File: src/rtl/rob_retire_if.sv
// Retirement-stage bus: ROB head-row fields in, commit/free/clear/flush results out.
// The slave modport is the retire stage; the master modport is the ROB/ARF/front-end side.
interface rob_retire_if #(
    parameter int ROB_DEPTH = 16,
    parameter int PREG_W    = 6,
    parameter int AREG_W    = 5,
    parameter int DATA_W    = 32
);
    localparam int HEAD_W = $clog2(ROB_DEPTH);

    logic              en_flag_i;
    logic              head_valid_i;
    logic              head_comp_i;
    logic              head_exc_i;
    logic [AREG_W-1:0] head_arch_reg_i;
    logic [PREG_W-1:0] head_phy_reg_i;
    logic [PREG_W-1:0] head_old_phy_reg_i;
    logic [DATA_W-1:0] head_result_i;
    logic              flush_ack_i;

    logic [HEAD_W-1:0] rob_head_o;
    logic              rob_clear_o;
    logic [HEAD_W-1:0] rob_clear_idx_o;
    logic              arf_we_o;
    logic [AREG_W-1:0] arf_waddr_o;
    logic [DATA_W-1:0] arf_wdata_o;
    logic              free_we_o;
    logic [PREG_W-1:0] free_reg_o;
    logic              commit_map_we_o;
    logic [PREG_W-1:0] commit_map_preg_o;
    logic              flush_o;
    logic [31:0]       retired_cnt_o;
    logic              en_flag_o;

    modport slave (
        input  en_flag_i, head_valid_i, head_comp_i, head_exc_i,
               head_arch_reg_i, head_phy_reg_i, head_old_phy_reg_i,
               head_result_i, flush_ack_i,
        output rob_head_o, rob_clear_o, rob_clear_idx_o, arf_we_o,
               arf_waddr_o, arf_wdata_o, free_we_o, free_reg_o,
               commit_map_we_o, commit_map_preg_o, flush_o,
               retired_cnt_o, en_flag_o
    );

    modport master (
        output en_flag_i, head_valid_i, head_comp_i, head_exc_i,
               head_arch_reg_i, head_phy_reg_i, head_old_phy_reg_i,
               head_result_i, flush_ack_i,
        input  rob_head_o, rob_clear_o, rob_clear_idx_o, arf_we_o,
               arf_waddr_o, arf_wdata_o, free_we_o, free_reg_o,
               commit_map_we_o, commit_map_preg_o, flush_o,
               retired_cnt_o, en_flag_o
    );
endinterface

File: src/rtl/rob_retire.sv
// In-order ROB retirement: commits one completed head row per cycle, or on an
// exception row raises a flush that holds until the front end acknowledges it.
//
//   state | meaning
//   RUN   | retiring completed head rows in order
//   FLUSH | exception seen at head; flush_o held until flush_ack_i
module rob_retire #(
    parameter int ROB_DEPTH = 16,
    parameter int PREG_W    = 6,
    parameter int AREG_W    = 5,
    parameter int DATA_W    = 32
) (
    input logic         clk,
    input logic         rst_n,
    rob_retire_if.slave bus
);
    localparam int HEAD_W = $clog2(ROB_DEPTH);

    typedef enum logic {RUN = 1'b0, FLUSH = 1'b1} state_t;

    state_t state, state_nxt;

    logic              retire_go, exc_go;
    logic [HEAD_W-1:0] head_q, head_d;
    logic              clear_q, clear_d;
    logic [HEAD_W-1:0] clear_idx_q, clear_idx_d;
    logic              arf_we_q, arf_we_d;
    logic [AREG_W-1:0] arf_waddr_q, arf_waddr_d;
    logic [DATA_W-1:0] arf_wdata_q, arf_wdata_d;
    logic              free_we_q, free_we_d;
    logic [PREG_W-1:0] free_reg_q, free_reg_d;
    logic              map_we_q, map_we_d;
    logic [PREG_W-1:0] map_preg_q, map_preg_d;
    logic [31:0]       cnt_q, cnt_d;
    logic              en_q;

    assign retire_go = (state == RUN) && bus.en_flag_i && bus.head_valid_i &&
                       bus.head_comp_i && !bus.head_exc_i;
    assign exc_go    = (state == RUN) && bus.en_flag_i && bus.head_valid_i &&
                       bus.head_comp_i && bus.head_exc_i;

    always_ff @(posedge clk) begin
        if (!rst_n) state <= RUN;
        else        state <= state_nxt;
    end

    always_comb begin
        state_nxt = state;
        case (state)
            RUN:     if (exc_go) state_nxt = FLUSH;
            FLUSH:   if (bus.flush_ack_i) state_nxt = RUN;
            default: state_nxt = RUN;
        endcase
    end

    // Pulses default low; address/data fields hold their last committed value.
    always_comb begin
        head_d      = head_q;
        clear_d     = 1'b0;
        clear_idx_d = clear_idx_q;
        arf_we_d    = 1'b0;
        arf_waddr_d = arf_waddr_q;
        arf_wdata_d = arf_wdata_q;
        free_we_d   = 1'b0;
        free_reg_d  = free_reg_q;
        map_we_d    = 1'b0;
        map_preg_d  = map_preg_q;
        cnt_d       = cnt_q;
        if (retire_go) begin
            head_d      = head_q + HEAD_W'(1);
            clear_d     = 1'b1;
            clear_idx_d = head_q;
            arf_we_d    = (bus.head_arch_reg_i != '0);
            arf_waddr_d = bus.head_arch_reg_i;
            arf_wdata_d = bus.head_result_i;
            map_we_d    = (bus.head_arch_reg_i != '0);
            map_preg_d  = bus.head_phy_reg_i;
            free_we_d   = (bus.head_old_phy_reg_i != '0);
            free_reg_d  = bus.head_old_phy_reg_i;
            cnt_d       = cnt_q + 32'd1;
        end else if (state == FLUSH && bus.flush_ack_i) begin
            head_d = '0;
        end
    end

    always_ff @(posedge clk) begin
        if (!rst_n) begin
            head_q      <= '0;
            clear_q     <= 1'b0;
            clear_idx_q <= '0;
            arf_we_q    <= 1'b0;
            arf_waddr_q <= '0;
            arf_wdata_q <= '0;
            free_we_q   <= 1'b0;
            free_reg_q  <= '0;
            map_we_q    <= 1'b0;
            map_preg_q  <= '0;
            cnt_q       <= '0;
            en_q        <= 1'b0;
        end else begin
            head_q      <= head_d;
            clear_q     <= clear_d;
            clear_idx_q <= clear_idx_d;
            arf_we_q    <= arf_we_d;
            arf_waddr_q <= arf_waddr_d;
            arf_wdata_q <= arf_wdata_d;
            free_we_q   <= free_we_d;
            free_reg_q  <= free_reg_d;
            map_we_q    <= map_we_d;
            map_preg_q  <= map_preg_d;
            cnt_q       <= cnt_d;
            en_q        <= bus.en_flag_i;
        end
    end

    assign bus.rob_head_o        = head_q;
    assign bus.rob_clear_o       = clear_q;
    assign bus.rob_clear_idx_o   = clear_idx_q;
    assign bus.arf_we_o          = arf_we_q;
    assign bus.arf_waddr_o       = arf_waddr_q;
    assign bus.arf_wdata_o       = arf_wdata_q;
    assign bus.free_we_o         = free_we_q;
    assign bus.free_reg_o        = free_reg_q;
    assign bus.commit_map_we_o   = map_we_q;
    assign bus.commit_map_preg_o = map_preg_q;
    assign bus.flush_o           = (state == FLUSH);
    assign bus.retired_cnt_o     = cnt_q;
    assign bus.en_flag_o         = en_q;
endmodule

File: src/flat_wrapper.sv
// flat-port wrapper written by rule: the top's interface ports become plain ports
module rob_retire_flat 
#(
    parameter int ROB_DEPTH = 16,
    parameter int PREG_W    = 6,
    parameter int AREG_W    = 5,
    parameter int DATA_W    = 32
)
  (clk, rst_n, bus_en_flag_i, bus_head_valid_i, bus_head_comp_i, bus_head_exc_i, bus_head_arch_reg_i, bus_head_phy_reg_i, bus_head_old_phy_reg_i, bus_head_result_i, bus_flush_ack_i, bus_rob_head_o, bus_rob_clear_o, bus_rob_clear_idx_o, bus_arf_we_o, bus_arf_waddr_o, bus_arf_wdata_o, bus_free_we_o, bus_free_reg_o, bus_commit_map_we_o, bus_commit_map_preg_o, bus_flush_o, bus_retired_cnt_o, bus_en_flag_o);
  rob_retire_if #(.ROB_DEPTH(ROB_DEPTH), .PREG_W(PREG_W), .AREG_W(AREG_W), .DATA_W(DATA_W)) bus_i ();
  input logic clk;
  input logic rst_n;
  input wire logic [$bits(bus_i.en_flag_i)-1:0] bus_en_flag_i;
  input wire logic [$bits(bus_i.head_valid_i)-1:0] bus_head_valid_i;
  input wire logic [$bits(bus_i.head_comp_i)-1:0] bus_head_comp_i;
  input wire logic [$bits(bus_i.head_exc_i)-1:0] bus_head_exc_i;
  input wire logic [$bits(bus_i.head_arch_reg_i)-1:0] bus_head_arch_reg_i;
  input wire logic [$bits(bus_i.head_phy_reg_i)-1:0] bus_head_phy_reg_i;
  input wire logic [$bits(bus_i.head_old_phy_reg_i)-1:0] bus_head_old_phy_reg_i;
  input wire logic [$bits(bus_i.head_result_i)-1:0] bus_head_result_i;
  input wire logic [$bits(bus_i.flush_ack_i)-1:0] bus_flush_ack_i;
  output wire logic [$bits(bus_i.rob_head_o)-1:0] bus_rob_head_o;
  output wire logic [$bits(bus_i.rob_clear_o)-1:0] bus_rob_clear_o;
  output wire logic [$bits(bus_i.rob_clear_idx_o)-1:0] bus_rob_clear_idx_o;
  output wire logic [$bits(bus_i.arf_we_o)-1:0] bus_arf_we_o;
  output wire logic [$bits(bus_i.arf_waddr_o)-1:0] bus_arf_waddr_o;
  output wire logic [$bits(bus_i.arf_wdata_o)-1:0] bus_arf_wdata_o;
  output wire logic [$bits(bus_i.free_we_o)-1:0] bus_free_we_o;
  output wire logic [$bits(bus_i.free_reg_o)-1:0] bus_free_reg_o;
  output wire logic [$bits(bus_i.commit_map_we_o)-1:0] bus_commit_map_we_o;
  output wire logic [$bits(bus_i.commit_map_preg_o)-1:0] bus_commit_map_preg_o;
  output wire logic [$bits(bus_i.flush_o)-1:0] bus_flush_o;
  output wire logic [$bits(bus_i.retired_cnt_o)-1:0] bus_retired_cnt_o;
  output wire logic [$bits(bus_i.en_flag_o)-1:0] bus_en_flag_o;
  assign bus_i.en_flag_i = bus_en_flag_i;
  assign bus_i.head_valid_i = bus_head_valid_i;
  assign bus_i.head_comp_i = bus_head_comp_i;
  assign bus_i.head_exc_i = bus_head_exc_i;
  assign bus_i.head_arch_reg_i = bus_head_arch_reg_i;
  assign bus_i.head_phy_reg_i = bus_head_phy_reg_i;
  assign bus_i.head_old_phy_reg_i = bus_head_old_phy_reg_i;
  assign bus_i.head_result_i = bus_head_result_i;
  assign bus_i.flush_ack_i = bus_flush_ack_i;
  assign bus_rob_head_o = bus_i.rob_head_o;
  assign bus_rob_clear_o = bus_i.rob_clear_o;
  assign bus_rob_clear_idx_o = bus_i.rob_clear_idx_o;
  assign bus_arf_we_o = bus_i.arf_we_o;
  assign bus_arf_waddr_o = bus_i.arf_waddr_o;
  assign bus_arf_wdata_o = bus_i.arf_wdata_o;
  assign bus_free_we_o = bus_i.free_we_o;
  assign bus_free_reg_o = bus_i.free_reg_o;
  assign bus_commit_map_we_o = bus_i.commit_map_we_o;
  assign bus_commit_map_preg_o = bus_i.commit_map_preg_o;
  assign bus_flush_o = bus_i.flush_o;
  assign bus_retired_cnt_o = bus_i.retired_cnt_o;
  assign bus_en_flag_o = bus_i.en_flag_o;
  rob_retire #(.ROB_DEPTH(ROB_DEPTH), .PREG_W(PREG_W), .AREG_W(AREG_W), .DATA_W(DATA_W)) u_core (.clk(clk), .rst_n(rst_n), .bus(bus_i));
endmodule
File: config.mk
export PLATFORM = sky130hd
export DESIGN_NAME = rob_retire_flat
export DESIGN_NICKNAME = d
export VERILOG_FILES = /design/src/rtl/rob_retire_if.sv /design/src/rtl/rob_retire.sv /design/src/flat_wrapper.sv
export SDC_FILE = /design/constraint.sdc
export NUM_CORES = 1
export LEC_CHECK = 0
export CAP_MARGIN = 25
export CORE_MARGIN = 1
export CORE_UTILIZATION = 40
export CTS_CLUSTER_SIZE = 30
export DETAILED_ROUTE_END_ITERATION = 16
export GPL_TIMING_DRIVEN = 0
export MAX_ROUTING_LAYER = met4
export PLACE_DENSITY = 0.75
export SYNTH_ARGS = -nofsm -noshare
export SYNTH_HDL_FRONTEND = slang
export SYNTH_SLANG_ARGS = --single-unit
File: constraint.sdc
create_clock -name clk -period 5.8 [get_ports clk]
set_clock_uncertainty 0.1 [all_clocks]
set_input_delay 1.16 -clock clk [delete_from_list [all_inputs] [get_ports clk]]
set_output_delay 1.16 -clock clk [all_outputs]
set_load 0.01 [all_outputs]
==> metrics <==
# fillers=850; Tmin final=3.12 ns; GP Congestion=0.855; relative slew slack=0.600; leading area contributor after synthesis=dfxtp_1; Setup CP Type=input port to flip-flop; diode count=0; reg2reg end=u_core.bus.retired_cnt_o[26]; Critical Path RT=6.00 ns; reg2reg setup slack=3.68 ns; vias in the first global route=3,777; critical path launch point type=input port; final core occ=0.608; max_cap viols=0; commonest non-fill, non-tap cell in the layout=clkdlybuf4s50_1; outcome=complete, no violations; Distinct cells, synth=33; CP max-delay cell=clkdlybuf4s50_1; design area=5600 sq um; Power Density=212 nW/um^2; Layout area overhead=48.6%; Fin Setup TNS=0 ns; Max FO, Critical Path=10; # IOs=151; CP endpoint kind=flip-flop; period utilisation layout=0.537; worst-case reg-to-reg path depth=6; All-Layer GR Usage=0.232; Critical Path Start=bus_en_flag_i; Clock Sinks=94; Final Hold Fails=0; Final Non-Filler Cells=745; Nets=687; overall power=0.00119 W; Iter 0 DRT Violations=134; area occupied by multi-input gates=1720 sq um; Gate Count Post-Synth=468; Via density=5.26; VDD IR max=98.1 uV; post-route ant nets=0; register area=1880 sq um; post-synth top area share=0.500; htree depth=3; unrepaired setup endpoints after global routing=false; CTS Buf Count=9; die area=9800 sq um; crit path DAT=3.31 ns; Synth Register Bits=94; layout cells sized above 1=0.0363; Die W=99.0 um; Worst Tran Pin Value=0.600 ns; most frequent cells in the layout=clkdlybuf4s50_1, nand2_1, dfxtp_1; yosys warns=0; Cell Chain, Critical Path=clkdlybuf4s50_1 -> nand3_1 -> nor2_1 -> buf_2 -> buf_1 -> nand2_1 -> a21oi_1; setup bufs post-CTS=0; post-CTS sizing=0; Synth Area per Inst=8.04 sq um; Post-DP Area=5410 sq um; max-slew violation count=0; DP Cell Count=729; Setup-failing EPs final=0; fmax=0.321 GHz; crit path to=u_core.bus.commit_map_preg_o[3]; Detail Placement HPWL=8080 um; largest stage delay on the critical path=0.49 ns; syn nets=526; die height=99.0 um; Total Routed Length=10,900 um; FP Rows=35; first-pass GRT wire length=17,600 um; HP Class=flip-flop to flip-flop; sequential area share after synthesis=0.500; Starting Density=0.409; root buffer cell=clkbuf_8; PortBufs=150; routed vias=3,916; Skew-Pair Late Insertion Delay=0.37 ns; synth top area cells=dfxtp_1, nand2_1, a21oi_1; CTS clk-pin slew, worst paths=0.10 ns; launch point of the worst reg-to-reg path=u_core.bus.retired_cnt_o[2]; Max clock buf depth=2; remaining routing DRC violations=0; pin count of the biggest net entering global routing=18; initial antenna violation count=0; DR WL/cell=14.6 um; Mapped Area=3760 sq um; final global-route overflow total=0; Pleak=1.80 nW; Core Box Area=9200 sq um; DR pass1 iterations=4; CTS Hold Buffers Added=0; CTS tree=done
[per-layer routing]
layer / part of all wire / routed length [um] / track usage / vias up
met5: 0 / 0 / - / -
met4: 0.021 / 231 / 0.0850 / 0
met3: 0.059 / 641 / 0.0539 / 22
met2: 0.48 / 5190 / 0.381 / 128
met1: 0.44 / 4820 / 0.278 / 1812
li1: - / - / - / 1954
[critical path: cells and delay by family]
kind,cells,cell delay [ns]
AO/OA/AOI/OAI,1,0.14
AND/OR/NAND/NOR,3,0.82
buffers and inverters,3,1.17
[area by class of cell]
type / instances / share of cell area
plain buffers: 31 / 0.0235
clock buffers: 10 / 0.0246
clock inverters: 6 / 0.00939
inverters: 8 / 0.00537
multi-input cells: 335 / 0.308
flip-flops and latches: 94 / 0.336
well taps: 111 / 0.0248
repair buffers: 150 / 0.268
[metrics by stage]
step	hold WS, ns	setup slack (ns)
after floorplan	0.381	3.10
after global placement	0.342	2.30
after detailed placement	0.346	2.27
after CTS	0.360	2.65
after global routing	0.386	2.39
final	0.357	2.68
[kinds of logic (layout without fill, tap and decap cells)]
family	count (synthesis)	count (layout)	synth area share
flops	94	94	0.500
xor+xnor	7	7	0.0163
simple gates	217	217	0.275
mux	4	4	0.0106
buf+inv	39	205	0.0429
fa+ha+maj	2	2	0.00665
compound gates	105	105	0.149
[power breakdown]
part	switching [W]	internal, W
combinational	0.0000446	0.0000569
clock	0.000252	0.000174
sequential	0.00000506	0.000654
total	0.000302	0.000885
[flip-flops by register name, indices dropped and copies added, names as in the netlist]
name / cells
u_core.bus.arf_wdata_o: 32
u_core.bus.retired_cnt_o: 32
u_core.bus.commit_map_preg_o: 6
u_core.bus.free_reg_o: 6
u_core.bus.arf_waddr_o: 5
u_core.bus.rob_clear_idx_o: 4
u_core.bus.rob_head_o: 4
u_core.bus.arf_we_o: 1
u_core.bus.en_flag_o: 1
u_core.bus.flush_o: 1
u_core.bus.free_we_o: 1
u_core.bus.rob_clear_o: 1
[Yosys cell counts (all sizes together)]
library cell,number
nand2,126
dfxtp,94
a21oi,82
clkbuf,22
nand3,15
or4,14
nor2,12
o31ai,12
nand4,10
buf,9
nor3,9
o21ai,9
and4,8
inv,8
xnor2,7
or3,5
mux2i,4
nand2b,4
nor4,4
and3,3
ha,2
nand3b,2
a21boi,1
and2,1
nand4b,1
o41ai,1
or2,1
or2b,1
or4b,1
[worst min-delay path by stage]
stage	start	endpoint	cells past startpoint
final	u_core.bus.arf_wdata_o[23]	u_core.bus.arf_wdata_o[23]	2
after global routing	u_core.bus.rob_clear_idx_o[0]	u_core.bus.rob_clear_idx_o[0]	2
after CTS	u_core.bus.arf_wdata_o[23]	u_core.bus.arf_wdata_o[23]	2
after detailed placement	u_core.bus.arf_wdata_o[23]	u_core.bus.arf_wdata_o[23]	2
after global placement	u_core.bus.arf_wdata_o[27]	u_core.bus.arf_wdata_o[27]	2
after floorplan	u_core.bus.arf_waddr_o[0]	u_core.bus.arf_waddr_o[0]	2
(Power assumes the default switching activity.)
